--- src/rtl/cargador_color_pkg.sv ---
// cargador_color_pkg: colour width, debounce default and capture FSM encoding shared with the downstream timer
package cargador_color_pkg;
    localparam int COLOR_W = 5;
    localparam int DEBOUNCE_CYCLES_DEF = 16;
    typedef enum logic [1:0] {CAP_R, CAP_G, CAP_B, FIRE} state_t;
endpackage

--- src/rtl/cargador_color_antirrebote.sv ---
// antirrebote: synchronizes and debounces a raw pushbutton, emitting a one-clock pulse per press
module antirrebote
    import cargador_color_pkg::*;
#(
    parameter int DEBOUNCE_CYCLES = DEBOUNCE_CYCLES_DEF
) (
    input  logic clk,
    input  logic reset,
    input  logic btn,
    output logic press
);
    localparam int CW = $clog2(DEBOUNCE_CYCLES + 1);
    localparam logic [CW-1:0] LAST = CW'(DEBOUNCE_CYCLES - 1);
    logic s1, s2, lvl, lvl_q;
    logic [CW-1:0] cnt;
    // two-flop synchronizer for the asynchronous button
    always_ff @(posedge clk or posedge reset) begin
        if (reset) {s2, s1} <= 2'b00;
        else {s2, s1} <= {s1, btn};
    end
    // accept a new level only after it has persisted for DEBOUNCE_CYCLES clocks
    always_ff @(posedge clk or posedge reset) begin
        if (reset) begin
            cnt <= '0;
            lvl <= 1'b0;
        end else if (s2 == lvl) begin
            cnt <= '0;
        end else if (cnt == LAST) begin
            cnt <= '0;
            lvl <= s2;
        end else begin
            cnt <= cnt + 1'b1;
        end
    end
    // registered rising-edge detect; releases produce nothing
    always_ff @(posedge clk or posedge reset) begin
        if (reset) begin
            lvl_q <= 1'b0;
            press <= 1'b0;
        end else begin
            lvl_q <= lvl;
            press <= lvl & ~lvl_q;
        end
    end
endmodule

--- src/rtl/cargador_color.sv ---
// cargador_color: captures switch values into R, G, B on successive presses, then pulses enter
module cargador_color
    import cargador_color_pkg::*;
#(
    parameter int DEBOUNCE_CYCLES = DEBOUNCE_CYCLES_DEF,
    parameter int COLOR_W = cargador_color_pkg::COLOR_W
) (
    input  logic               clk,
    input  logic               reset,
    input  logic               btn,
    input  logic [COLOR_W-1:0] sw,
    output logic [COLOR_W-1:0] R,
    output logic [COLOR_W-1:0] G,
    output logic [COLOR_W-1:0] B,
    output logic               enter,
    output logic [2:0]         sel
);
    state_t state, nxt;
    logic press;
    antirrebote #(.DEBOUNCE_CYCLES(DEBOUNCE_CYCLES)) u_antirrebote (
        .clk(clk),
        .reset(reset),
        .btn(btn),
        .press(press)
    );
    // state register
    always_ff @(posedge clk or posedge reset) begin
        if (reset) state <= CAP_R;
        else state <= nxt;
    end
    // advance one target per press; FIRE always returns to CAP_R after one clock
    always_comb begin
        nxt = state == FIRE ? CAP_R :
              !press        ? state :
              state == CAP_R ? CAP_G :
              state == CAP_G ? CAP_B : FIRE;
    end
    // one-hot target select and start pulse decoded from the state register
    always_comb begin
        sel = state == CAP_R ? 3'b001 :
              state == CAP_G ? 3'b010 :
              state == CAP_B ? 3'b100 : 3'b000;
        enter = state == FIRE;
    end
    // each colour register loads only on a press in its own capture state
    always_ff @(posedge clk or posedge reset) begin
        if (reset) begin
            R <= '0;
            G <= '0;
            B <= '0;
        end else if (press) begin
            if (state == CAP_R) R <= sw;
            if (state == CAP_G) G <= sw;
            if (state == CAP_B) B <= sw;
        end
    end
endmodule

--- config.mk ---
export PLATFORM = sky130hd
export DESIGN_NAME = cargador_color
export DESIGN_NICKNAME = d
export VERILOG_FILES = /design/src/rtl/cargador_color_pkg.sv /design/src/rtl/cargador_color_antirrebote.sv /design/src/rtl/cargador_color.sv
export SDC_FILE = /design/constraint.sdc
export NUM_CORES = 1
export LEC_CHECK = 0
export CORE_MARGIN = 10
export CORE_UTILIZATION = 50
export DETAILED_ROUTE_END_ITERATION = 16
export PLACE_DENSITY = 0.81
export SETUP_SLACK_MARGIN = 0.1
export SLEW_MARGIN = 20
export SYNTH_ARGS = -nofsm -noshare
export SYNTH_HDL_FRONTEND = slang
export SYNTH_SLANG_ARGS = --single-unit
--- constraint.sdc ---
create_clock -name clk -period 4.3 [get_ports clk]
set_clock_uncertainty 0.15 [all_clocks]
set_input_delay 0.86 -clock clk [delete_from_list [all_inputs] [get_ports clk]]
set_output_delay 0.86 -clock clk [all_outputs]
set_load 0.03 [all_outputs]
# Yosys cells after proc, flatten, opt, wreduce, memory -nomap -nowiden
# Index checks and enable logic that the tools add are counted.
[classes]
reduce_logical = 6
n_mux = 9
n_bitwise = 3
addsub = 1
n_eq_ne = 5
[ops]
columns = ["cell", "n"]
rows = [
  ["$mux W5", 2],
  ["$mux W3", 3],
  ["$reduce_and A2 Y1", 4],
  ["$mux W2", 3],
  ["$add A5 B1 Y5 const B", 1],
  ["$eq A5 B4 Y1 const B", 1],
  ["$eq A2 B2 Y1 const B", 2],
  ["$eq A2 B1 Y1 const B", 1],
  ["$logic_not A2 Y1", 1],
  ["$not A1 Y1", 2],
  ["$reduce_bool A2 Y1", 1],
  ["$and A1 B1 Y1", 1],
  ["$eq A1 B1 Y1", 1],
  ["$mux W1", 1],
]
[totals]
reg_bits = 27
wordCells = 34

# Logic depth before layout (Yosys ltp)
# Gate-level depths: netlist (run 1).
[depth]
depth_word = 5
mapped_depth = 5
ltp_nobuf = 5

# Cells and area by module
# Synthesis (run 1) repeated with hierarchy kept, for this count alone.
[hier_totals]
hier_cells = 76
hier_area_um2 = 1096.1
[by_module_without_submodules]
columns = ["module", "n_inst", "area_per_inst_um2", "cells_per_inst", "seq_area_each_um2"]
rows = [
  ["cargador_color", 1, 728.2, 49, 425.4],
  ["antirrebote", 1, 367.9, 27, 250.2],
]

# Least setup slack after synthesis (run 1)
# No wires, ideal clock.
[synth_timing]
path_type = "flip-flop to output port"
startpoint = "register state[0]"
endpoint = "output sel[0]"
required_ns = 3.290
path_slack_ns = 2.451
path_buffers = 0
path_stages_with_launch = 3
arrival_time_ns = 0.839
path_cell_list = "dfrtp_1 > inv_1 > ha_1"
[synth_via]
elab_chain_len = 3
word_cells_on_any_way = 4
[synth_rtl]
columns = ["item", "line_no", "source"]
rows = [
  ["start: declaration", "cargador_color.sv:18", "state_t state, nxt;"],
  ["start signal: assignment", "cargador_color.sv:29", "else state <= nxt;"],
  ["$eq A2 B1 Y1", "cargador_color.sv:41", "state == CAP_G ? 3'b010 :"],
  ["$mux W3", "cargador_color.sv:41", ""],
  ["$mux W3 *", "cargador_color.sv:40", "sel = state == CAP_R ? 3'b001 :"],
  ["end: declaration", "cargador_color.sv:16", "output logic [2:0] sel"],
]
# Mark *: on every way between the ends. The rest lies on a longest branch, timed or not.

# Worst setup path in the final report (run 1)
# Same ends and word-level chain as after synthesis.

==> results.ini, run 1 <==
[timing]
finalHoldViolations=0
setup_viol=0
worst_pin_slew_ps=987
fin_setup_tns_ps=0
period_share_pct=65.0
slew_violations=0
fin_crit_ps=2800
slew-limit-headroom_pct=34.1
grt_setup_unrepaired=false
timing.fmax_mhz=358

[synth]
synth_seq_cells=27
netlist_instances=73
seq_area_frac_synth_pct=63.5
synth.area.top_cells=dfrtp_1 (63%), mux2_2 (17%), ha_1 (8.2%)
syn_area_per_cell_um2=14.6
synth_warnings=0
synth_top_area_share_pct=63.5
syn-num-nets=88
synth_area_mm2=0.00106
yosysTopAreaCell=dfrtp_1
ys_types=13

[run_status]
outcome=finished clean

[critical_path]
worstPathArrival_ps=1790
crit-reg2reg-launch=state[0]$_DFFE_PP0P_
required_ps=3290
cp_max_fo=5
criticalPathCategory=register to output pin
end_kind=output pin
crit_start=state[0]$_DFFE_PP0P_
start_kind=register

[clock_network]
ctsHtreeMaxLevel=1
hold_buffers=0
post_cts_buffers=0
cts_tree=done
cts_resized=0
cts_buffers=3
clock_sinks=27
clock_tree.buffer_depth=2
cts_root_buffer=clkbuf_4
insertion_delay_ps=320
clk_pin_slew_worst_paths_ps=150

[cells_and_area]
final_net_count=119
fin_area_mm2=0.00139
final_cell_mix=dfrtp_1 (27), clkdlybuf4s50_1 (26), mux2_2 (16), ha_1 (7), nor2_1 (4)
nFillCells=154
antenna_cells=0
area_growth_pct=30.1
utilization_pct=69.2
drive_gt1_share_pct=18.4
layout_commonest_cell=dfrtp_1

[die]
die_h_um=66.1
rows=16
die_w_um=66.1
ios=27
core_mm2=0.00200
dieArea_mm2=0.00438
initial_core_util_pct=53.2

[place]
gp_congestion=0.670
placed_cell_area_mm2=0.00136
io_buffers=26
hpwl_um=1620

[grt]
grt_pass1_vias=704
antenna_found_initial=0
track_usage_pct=9.42
grt_first_pass_wirelength_um=3210
grt-ovfl-total=0
grt_max_degree=28

[hold_path]
worstHoldPathType=register to register
hold_start=u_antirrebote.s1$_DFF_PP0_

[route]
drt_iter0_markers=17
dr.pass1.iters=4
postRouteAntennaNets=0
drt-total-wl_um=2050
avgRoutedWirePerCell_um=15.8
vias=655
via_per_inst=5.04
drcViolationCount=0

[pwr]
p_total_w=0.000434
powerDensity_mw_per_mm2=313
leakage_nw=0.633
vdd_drop_max_mv=0.219

[flow_run]
drv_cap=0

-- final timing paths --
| check | endpoint | slack (ps) | depth (start not counted) |
|---|---|---|---|
| max | sel[0] | 1500 | 3 |
| min | u_antirrebote.s2$_DFF_PP0_ | 220 | 0 |
| max reg2reg | B[4]$_DFFE_PP0P_ | 2650 | 4 |
| min reg2reg | u_antirrebote.s2$_DFF_PP0_ | 220 | 0 |
| max in group asynchronous | G[4]$_DFFE_PP0P_ | 2490 | 2 |
| min in group asynchronous | u_antirrebote.cnt[3]$_DFF_PP0_ | 900 | 2 |
-- per-stage QoR --
step / hold WS (ps) / setup slack, ps / cells
after floorplan: 181 / 2450 / 73
after global placement: 185 / 1950 / 126
after detailed placement: 188 / 1860 / 126
after CTS: 220 / 1490 / 130
after global routing: 228 / 1450 / 130
final: 218 / 1500 / 130
-- where the power goes --
group / switching (W) / internal [W] / total, W
Sequential: 0.00000590 / 0.000264 / 0.000270
Clock: 0.0000710 / 0.0000363 / 0.000107
Combinational: 0.0000302 / 0.0000260 / 0.0000563
Total: 0.000107 / 0.000327 / 0.000434
-- kinds of logic (layout without fill, tap and decap cells) --
family / Yosys count / after routing / synth area share [%]
XOR/XNOR: 3 / 3 / 2.47
AND/OR/NAND/NOR: 13 / 13 / 5.76
AO/OA/AOI/OAI: 4 / 4 / 2.12
multiplexers: 16 / 16 / 16.9
adder cells (fa/ha/maj): 7 / 7 / 8.23
buffers and inverters: 3 / 33 / 1.06
flip-flops: 27 / 27 / 63.5
-- cell usage after synthesis --
master and count:
dfrtp_1 27, mux2_2 16, ha_1 7, nor2_1 4, inv_1 3, nand2_1 3, o21ai_0 3, xor2_1 3
and2_1 2, nand3_1 2, and3_1 1, nor2b_1 1, o31ai_1 1
-- sequential cells by signal, summed over array words and instances (netlist names) --
name                 count
u_antirrebote.press      1
R                        5
u_antirrebote.cnt        5
G                        5
u_antirrebote.lvl_q      1
B                        5
u_antirrebote.s2         1
u_antirrebote.s1         1
u_antirrebote.lvl        1
state                    2
-- metal layers --
metal  up-vias  routed length [µm]  share of wire, %  track usage [%]
met3         2                 171               8.3             4.58
met5         -                   0                 0                0
met2        19                1040                51             15.8
li1        306                   -                 -                -
met4         0                   9              0.44             2.36
met1       328                 830                40             10.4
-- area by class of cell --
cell class / instances / area, µm² / area share [%]
multi-input cells: 43 / 378 / 27.3
well taps: 27 / 33.8 / 2.44
inverters: 3 / 11.3 / 0.813
clock buffers: 4 / 26.3 / 1.90
repair buffers: 26 / 260 / 18.8
flip-flops and latches: 27 / 676 / 48.8
-- critical path, stage by stage (launching register included) --
cell and delay (ps):
dfrtp_1 460, inv_1 140, ha_1 200, clkdlybuf4s50_1 680
(Power assumes the default switching activity.)
==> run 2: changes to the inputs <==
Settings changed: CORE_ASPECT_RATIO from default to 0.6, CORE_UTILIZATION 50 to 42, PLACE_DENSITY 0.81 to 0.73.
Clock period 4.3 ns to 2.42 ns, I/O delays scaled along.
==> results.ini, run 2 (synthesis results as in run 1) <==
[timing]
worst_pin_slew_ps=338  ; -649 ps
grt_setup_unrepaired=false
period_share_pct=85.9
fin_setup_tns_ps=0  ; unchanged
fin_crit_ps=2080
finalHoldViolations=0  ; unchanged
worst_slack_ps=341  ; -1160 ps
slew_violations=0  ; unchanged
timing.fmax_mhz=481
slew-limit-headroom_pct=77.4  ; +43 points
setup_viol=0  ; unchanged

[pwr]
vdd_drop_max_mv=0.434  ; +98%
p_clk_share_pct=29.5  ; +4.8 points
p_comb_share_pct=12.3  ; -0.7 points
p_sw_w=0.000192  ; +79%
p_seq_share_pct=58.2  ; -4.1 points
p_sw_share_pct=23.2  ; -1.5 points
powerDensity_mw_per_mm2=580  ; +85%
power.internal_w=0.000634  ; +94%
leakage_nw=0.700  ; +11%

[cells_and_area]
final_cell_mix=dfrtp_1 (27), clkdlybuf4s50_1 (22), mux2_2 (16), ha_1 (7), nor2_1 (4)
nFillCells=188  ; +22%
area_growth_pct=33.7
antenna_cells=0  ; unchanged
drive_gt1_share_pct=19.2  ; +0.78 points
final_net_count=120  ; +0.84%
layout_commonest_cell=dfrtp_1

[flow_run]
drv_cap=0  ; unchanged

[route]
vias=651  ; -0.61%
met2_length_um=940  ; -9.9%
drt-total-wl_um=2110  ; +2.8%
dr.pass1.iters=4  ; unchanged
maxUsedRoutingLayer=met4
drt-met1-wl_um=978  ; +18%
drt_iter0_markers=29  ; +12
postRouteAntennaNets=0  ; unchanged
routed-wl-met3_um=184  ; +7.6%
via_per_inst=4.79  ; -5.0%
avgRoutedWirePerCell_um=15.5  ; -1.8%
drcViolationCount=0  ; unchanged

[critical_path]
worstPathArrival_ps=1440  ; -350 ps
end_kind=output pin
required_ps=1790  ; -1500 ps
criticalPathCategory=register to output pin
reg2reg_depth=4  ; unchanged
cp_max_fo=4  ; -1
start_kind=register

[grt]
grt_pass1_vias=675  ; -4.1%
track_usage_pct=8.39  ; -1.0 points
grt_max_degree=28  ; unchanged
antenna_found_initial=0  ; unchanged
grt-ovfl-total=0  ; unchanged
grt_first_pass_wirelength_um=3350  ; +4.5%

[die]
rows=14  ; -2
die_w_um=85  ; +29%
core_mm2=0.00247  ; +23%
ios=27  ; unchanged
dieArea_mm2=0.00502  ; +15%
die_h_um=59  ; -11%
initial_core_util_pct=43.1  ; -10 points

[place]
io_buffers=26  ; unchanged
dp_slack_ps=363  ; -1490 ps
hpwl_um=1660  ; +2.7%
gp_congestion=0.663  ; -1.1%

[hold_path]
holdPathStages=0  ; unchanged
worstHoldPathType=register to register

[clock_network]
clk_pin_slew_worst_paths_ps=80  ; -70 ps
post_cts_buffers=0  ; unchanged
clock_sinks=27  ; unchanged
ctsHtreeMaxLevel=1  ; unchanged
cts_tree=done
cts_buffers=3  ; unchanged
clock_tree.buffer_depth=2  ; unchanged
cts_root_buffer=clkbuf_8
insertion_delay_ps=260  ; -60 ps

[run_status]
outcome=finished clean

-- run 2: path summary, 6_finish.rpt --
check	start	endpoint	slack, ps
worst min register to register	u_antirrebote.s1$_DFF_PP0_	u_antirrebote.s2$_DFF_PP0_	200
worst min-delay path	u_antirrebote.s1$_DFF_PP0_	u_antirrebote.s2$_DFF_PP0_	200
max in group asynchronous	reset	state[0]$_DFFE_PP0P_	1460
min in group asynchronous	reset	u_antirrebote.s1$_DFF_PP0_	410
worst max register to register	state[1]$_DFFE_PP0P_	R[1]$_DFFE_PP0P_	820
worst max-delay path	state[1]$_DFFE_PP0P_	sel[0]	340
-- run 2: metal layers --
| layer | track usage (%) | vias to the layer above |
|---|---|---|
| met5 | 0 | - |
| met4 | 1.40 | 0 |
| met3 | 4.95 | 2 |
| met2 | 12.8 | 21 |
| met1 | 10.2 | 324 |
| li1 | - | 304 |
-- run 2: timing repair --
item	CTS	global route
endpoints found under the hold margin	0	0
hold buffers	0	0
gates resized for setup	1	3
endpoints found under the setup margin	1	3
-- run 2: final cells by class --
class / count / area (µm²) / area share [%]
tap: 32 / 40.0 / 2.81
multi-input combinational: 43 / 378 / 26.5
inverter: 3 / 11.3 / 0.791
clock buffer: 4 / 45.0 / 3.16
timing repair buffer: 27 / 274 / 19.2
sequential: 27 / 676 / 47.5
-- run 2: power groups by stage --
| stage | Sequential, W | Combinational, W | Clock [W] |
|---|---|---|---|
| after floorplan | 0.000514 | 0.0000274 | 0 |
| after global placement | 0.000489 | 0.000101 | 0 |
| after detailed placement | 0.000490 | 0.000104 | 0 |
| after CTS | 0.000481 | 0.000104 | 0.000252 |
| after global routing | 0.000483 | 0.000109 | 0.000275 |
| final | 0.000481 | 0.000101 | 0.000244 |
-- run 2: worst max-delay path: stages (launching register included) --
cell and delay (ps):
dfrtp_1 430, inv_1 150, ha_1 190, dlygate4sd2_1 410
-- run 2: stage by stage --
step / hold slack, ps / area [µm²] / total power (W) / util, % / cells
2_1_floorplan: 181 / 1060 / 0.000541 / - / 73
3_3_place_gp: 182 / 1370 / 0.000590 / 55.6 / 132
3_5_place_dp: 186 / 1370 / 0.000594 / 55.6 / 132
4_1_cts: 206 / 1420 / 0.000837 / 57.3 / 136
5_1_grt: 227 / 1420 / 0.000867 / 57.6 / 136
6_report: 204 / 1420 / 0.000826 / 57.6 / 136
